## config.mk

```make
export PLATFORM = sky130hd
export DESIGN_NAME = packet_filter
export DESIGN_NICKNAME = d
export VERILOG_FILES = /design/src/rtl/pkt_pkg.sv /design/src/rtl/packet_filter.sv
export SDC_FILE = /design/constraint.sdc
export NUM_CORES = 1
export LEC_CHECK = 0
export CAP_MARGIN = 10
export CELL_PAD_IN_SITES_DETAIL_PLACEMENT = 1
export CELL_PAD_IN_SITES_GLOBAL_PLACEMENT = 1
export CORE_ASPECT_RATIO = 1.25
export CORE_MARGIN = 2
export CORE_UTILIZATION = 16
export DETAILED_ROUTE_END_ITERATION = 8
export GPL_ROUTABILITY_DRIVEN = 1
export PLACE_DENSITY = 0.66
export SYNTH_ARGS = -nofsm -noshare
export SYNTH_HDL_FRONTEND = slang
export SYNTH_SLANG_ARGS = --single-unit
```

## constraint.sdc

```tcl
create_clock -name clk -period 1 [get_ports clk]
set_clock_uncertainty 0.1 [all_clocks]
set_input_delay 0.2 -clock clk [delete_from_list [all_inputs] [get_ports clk]]
set_output_delay 0.2 -clock clk [all_outputs]
set_load 0.05 [all_outputs]
```

## src/rtl/pkt_pkg.sv

```systemverilog
// Shared definitions for the packet_filter front-end classifier.
//   WORD_WIDTH : width of node IDs
//   pkt_type_t : 3-bit packet type field
//   PKT_*      : packet type codes
package pkt_pkg;

  localparam int WORD_WIDTH = 16;

  typedef logic [2:0] pkt_type_t;

  localparam pkt_type_t PKT_HB   = 3'b000;  // heartbeat
  localparam pkt_type_t PKT_CHE  = 3'b001;  // cluster-head election/announcement
  localparam pkt_type_t PKT_CHTO = 3'b010;  // cluster-head timeout/recluster
  localparam pkt_type_t PKT_MREQ = 3'b011;  // membership request
  localparam pkt_type_t PKT_DATA = 3'b100;  // data
  localparam pkt_type_t PKT_RWD  = 3'b101;  // reward/acknowledge
  localparam pkt_type_t PKT_RSVD = 3'b110;  // reserved
  localparam pkt_type_t PKT_IDLE = 3'b111;  // idle/invalid

endpackage

```

## src/rtl/packet_filter.sv

```systemverilog
// packet_filter: classifies each newly received packet by type and issues
// one-cycle enable pulses to the downstream EER-RL blocks.
//
// Ports:
//   clk            in   system clock, rising edge
//   nrst           in   asynchronous active-low reset
//   fPktType       in   packet type, valid while newpkt=1
//   newpkt         in   new-packet strobe; one packet per rising edge
//   myNodeID       in   this node's ID (quasi-static)
//   en_QTU         out  Q-table update enable pulse
//   iAmDestination out  data packet terminates at this node (sink)
//   en_MNI         out  member/neighbour info enable pulse
//   en_KCH         out  cluster-head handler enable pulse
//   en_reward      out  reward computation enable pulse
module packet_filter #(
  parameter int                       WORD_WIDTH = pkt_pkg::WORD_WIDTH,
  parameter logic [WORD_WIDTH-1:0]    SINK_ID    = '0
) (
  input  logic                  clk,
  input  logic                  nrst,
  input  logic [2:0]            fPktType,
  input  logic                  newpkt,
  input  logic [WORD_WIDTH-1:0] myNodeID,
  output logic                  en_QTU,
  output logic                  iAmDestination,
  output logic                  en_MNI,
  output logic                  en_KCH,
  output logic                  en_reward
);

  import pkt_pkg::*;

  logic      newpkt_d;
  logic      accept;
  pkt_type_t pkt_type;

  logic dec_qtu;
  logic dec_dest;
  logic dec_mni;
  logic dec_kch;
  logic dec_reward;

  assign pkt_type = pkt_type_t'(fPktType);
  assign accept   = newpkt & ~newpkt_d;

  // Decode is gated by accept so an undriven type field outside a packet
  // strobe never reaches the output registers.
  always_comb begin
    dec_qtu    = 1'b0;
    dec_dest   = 1'b0;
    dec_mni    = 1'b0;
    dec_kch    = 1'b0;
    dec_reward = 1'b0;
    if (accept) begin
      case (pkt_type)
        PKT_HB: begin
          dec_mni    = 1'b1;
          dec_reward = 1'b1;
        end
        PKT_CHE: begin
          dec_kch = 1'b1;
          dec_mni = 1'b1;
        end
        PKT_CHTO: dec_kch = 1'b1;
        PKT_MREQ: dec_mni = 1'b1;
        PKT_DATA: begin
          dec_qtu    = 1'b1;
          dec_reward = 1'b1;
          dec_dest   = (myNodeID == SINK_ID);
        end
        PKT_RWD: dec_qtu = 1'b1;
        default: ;  // reserved, idle/invalid: no action
      endcase
    end
  end

  always_ff @(posedge clk or negedge nrst) begin
    if (!nrst) begin
      newpkt_d       <= 1'b0;
      en_QTU         <= 1'b0;
      iAmDestination <= 1'b0;
      en_MNI         <= 1'b0;
      en_KCH         <= 1'b0;
      en_reward      <= 1'b0;
    end else begin
      newpkt_d       <= newpkt;
      en_QTU         <= dec_qtu;
      iAmDestination <= dec_dest;
      en_MNI         <= dec_mni;
      en_KCH         <= dec_kch;
      en_reward      <= dec_reward;
    end
  end

endmodule

```

# ---- Word-level counts from Yosys, hierarchy flattened
# Cells that the tools add are included.
dict set report word_totals {
  ff_bits 6
  inputBits 22
  out_inout_bits 5
  elab_cells 29
}
dict set report classes {
  n_eq_ne 5
  mux 10
  bitwise 2
  n_reduce_logical 6
}
# cell count
set ops {}
lappend ops {{16-bit logical NOT} 1}
lappend ops {{1-bit two-way mux} 10}
lappend ops {{3-bit by 2-bit equality test with 1-bit output, second input constant} 2}
lappend ops {{3-bit equality test, second input constant} 2}
lappend ops {{2-bit OR reduction} 3}
lappend ops {{3-bit by 1-bit equality test with 1-bit output, second input constant} 1}
lappend ops {{3-bit logical NOT} 1}
lappend ops {{3-bit OR reduction} 1}
lappend ops {{1-bit bitwise AND} 1}
lappend ops {{1-bit inverter} 1}

# ---- Depth between registers and ports, before layout
dict set report depth {
  depth_word 4
  depth_mapped 3
  ltp_nobuf 3
}

# ---- Worst setup path before layout
# Ideal clock, no wire load.
dict set report synth_timing {
  kind {register -> register}
  start {register newpkt_d}
  end {register en_MNI}
  setup_time_ns 0.077
  arrival_time_ns 0.819
  required_time_ns 0.823
  path_slack_ns 0.003
  path_stages_with_launch 3
  n_path_buf 0
  period_less_slack_ns 0.997
  path_cell_list {dfrtp_1 -> or3b_1 -> a21oi_1}
}
dict set report synth_between {
  elab_chain_cells 3
}
# element line
set synth_rtl {}
lappend synth_rtl {{from (decl)} packet_filter.sv:33} ;# logic newpkt_d;
lappend synth_rtl {{from (signal assigned)} packet_filter.sv:86} ;# newpkt_d <= newpkt;
lappend synth_rtl {{1-bit inverter} packet_filter.sv:44} ;# assign accept = newpkt & ~newpkt_d;
lappend synth_rtl {{1-bit bitwise AND} packet_filter.sv:44}
lappend synth_rtl {{1-bit two-way mux} packet_filter.sv:54} ;# if (accept) begin
lappend synth_rtl {{via dec_mni} packet_filter.sv:39} ;# logic dec_mni;
lappend synth_rtl {{to (signal assigned)} packet_filter.sv:89} ;# en_MNI <= dec_mni;
lappend synth_rtl {{to (decl)} packet_filter.sv:26} ;# output logic en_MNI,
# The timed path passes the listed nets, and every way through them passes these cells.

# ---- Final worst setup path
dict set report layout_timing {
  start {register en_MNI}
  end {output en_MNI}
}
# No word-level cell between the ends.

==> results by group <==
Die
  • Die W: 40.3 um
  • Initial core utilization: 0.169
  • Core area: about 0.0016 mm^2
  • IO Count: 27
  • Die H: about 49 um
  • Die area: 0.00199 mm^2
  • Row Count: 16

Layout
  • Most frequent cells in the layout: 14 x clkdlybuf4s50_1, 6 x dfrtp_1, 6 x dlygate4sd2_1, 5 x buf_12, 5 x buf_4
  • Commonest non-fill, non-tap cell in the layout: clkdlybuf4s50_1
  • Final core occ: 0.433
  • Diode count: 0
  • Layout area overhead: 156%
  • Fillers: 170
  • Share of cells above drive strength 1: 0.345
  • Final net count: 79

Setup path
  • Cell Chain, Critical Path: buf_12
  • CP top delay family: flip-flops
  • CP Launch Type: flop
  • Crit Path Category: reg2out
  • Crit path required time: 0.70 ns
  • Worst Setup End Kind: output port
  • Slowest CP cell: dfrtp_1
  • CP max stage delay: between 0.3 and 0.4 ns
  • Worst Path Arrival: around 0.79 ns
  • Worst Path Buf+Inv: 1
  • Max Fanout on Critical Path: 1

Min path
  • Hold crit path type: in2async

GRT
  • Tot GR Track Use: 0.117
  • Largest net degree at the start of global routing: 7
  • First-pass GRT wire length: about 1.5 mm
  • Vias in the first global route: between 300 and 400
  • Initial antenna violation count: 0
  • Grt total ovfl: 0

Timing
  • Worst Tran Pin Value: 0.277 ns
  • Min cycle time layout: 1.09 ns
  • Achievable Freq: 917 MHz
  • Final setup margin: -0.0904 ns
  • Hold Vio Cnt, Final: 0
  • Fin crit share: 1.09
  • Final max-slew violation count: 0
  • Setup Viol. Count Final: 8
  • RSZ-0062 raised after global routing: yes
  • Relative slew slack: 0.815
  • WHS: 0.100 ns

Synthesis
  • Unique masters post-synth: 14
  • Post-synthesis instance total: 21
  • Syn Std Cell Area: between 200 and 300 um^2
  • YS warnings: 0
  • Post-synthesis sequential area ratio: 0.569
  • Seq cells post-synth: 6
  • Mean Syn Cell Area: 12.6 um^2
  • Mapped Nets: 43

CTS
  • Worst skew pair latency: about 0.24 ns
  • Clock tree buffer depth: 2
  • CTS buffer count: 3
  • CTS root buf: clkbuf_4
  • TritonCTS Sinks: 6
  • Clock transition at path regs: approximately 0.040 ns
  • CTS tree: done
  • H-tree Lvls: 1

Routing
  • Drt total wl: 892 um
  • Remaining DRCs: 0
  • 1st-iter DRT viols: 0
  • DR WL/cell: 12.2 um
  • Antenna Nets Post-Route: 0
  • Vias: between 300 and 400
  • DR vias/cell: 4.34
  • DR pass1 iterations: 1

Power and ir drop
  • Static leakage: just under 0.3 nW
  • Worst VDD drop: roughly 0.00034 V
  • Power per cell area: 956 mW/mm^2
  • Final Power: 0.646 mW

Placed design
  • Final GP Congestion: 0.601
  • Port bufs: 26

Run status
  • Status: finished with violations
  • Violated checks: negative setup slack

Run
  • Max-Cap Viols: 0
[area by class of cell]
class | instances | area, um^2 | share of cell area
Multi-Input combinational cell | 14 | 134 | 0.198
Sequential cell | 6 | 150 | 0.222
Inverter | 1 | 3.75 | 0.00556
Clock buffer | 3 | 22.5 | 0.0333
Timing Repair Buffer | 31 | 343 | 0.507
Tap cell | 18 | 22.5 | 0.0333
[registers in the layout, summed over array words and instances (netlist names)]
register / cells
en_MNI: 1
newpkt_d: 1
en_KCH: 1
iAmDestination: 1
en_reward: 1
en_QTU: 1
[worst register-to-register path: cells and delay by family, from the launching register on]
kind	cells	cell delay [ns]
simple gates	1	0.39
flops	1	0.39
compound gates	1	0.10
[repair_timing]
action | CTS | global route
hold buffers | 0 | 0
pin swaps | 5 | 2
buffers inserted | 1 | 0
setup endpoints to repair | 9 | 9
resized for setup | 10 | 2
[metrics by stage]
step	instance area [um^2]	cells	setup WS (ns)	TNS (ns)
floorplan	264	21	0.00322	0
global placement	627	69	-0.383	-1.55
detailed placement	627	69	-0.375	-1.55
CTS	664	73	-0.105	-0.603
global route	676	73	-0.128	-0.824
finish	676	73	-0.0904	-0.529
[cells by family (layout without fill, tap and decap cells)]
kind of cell	count (synthesis)	count (layout)	share of synthesized area
and+or+nand+nor	12	12	0.365
DFF	6	6	0.569
AOI/OAI and AO/OA	1	1	0.0189
xor gates and xnor gates	1	1	0.0332
buffers and inverters	1	35	0.0142
[report_power, final]
part	switching, mW	internal [mW]	leakage [nW]
Sequential	0.00559	0.251	0.0804
Clock	0.0858	0.136	0.0138
Combinational	0.0609	0.107	0.201
[worst paths after layout]
path                                   from             end  slack (ns)  depth (start not counted)
worst max register to register     newpkt_d          en_MNI       -0.04                          2
worst min register to register     newpkt_d       en_reward        0.46                          2
min in group clk                fPktType[0]  iAmDestination        0.16                          4
worst min-delay path                   nrst          en_MNI        0.10                          1
worst max-delay path                 en_MNI          en_MNI       -0.09                          1
max in group asynchronous              nrst          en_QTU        0.48                          1
[per-layer routing]
layer	wire length (um)	share of wire	GRT usage
met1	236	0.26	0.102
met5	0	0	0
met3	146	0.16	0.0502
met4	16	0.018	0.0667
met2	493	0.55	0.204
[Yosys cell counts]
cell type / count / area, um^2
inv_1: 1 / 3.75
or3b_1: 1 / 8.76
a21oi_1: 1 / 5.00
xnor2_1: 1 / 8.76
nor4_4: 1 / 21.3
and4bb_1: 1 / 12.5
nor4b_1: 1 / 8.76
nand4_1: 1 / 6.26
nor4_1: 1 / 6.26
nor4_2: 1 / 12.5
nor2_1: 3 / 11.3
dfrtp_1: 6 / 150
nand2_1: 1 / 3.75
nor3_1: 1 / 5.00
No activity file was read; power rests on OpenSTA's default activity.
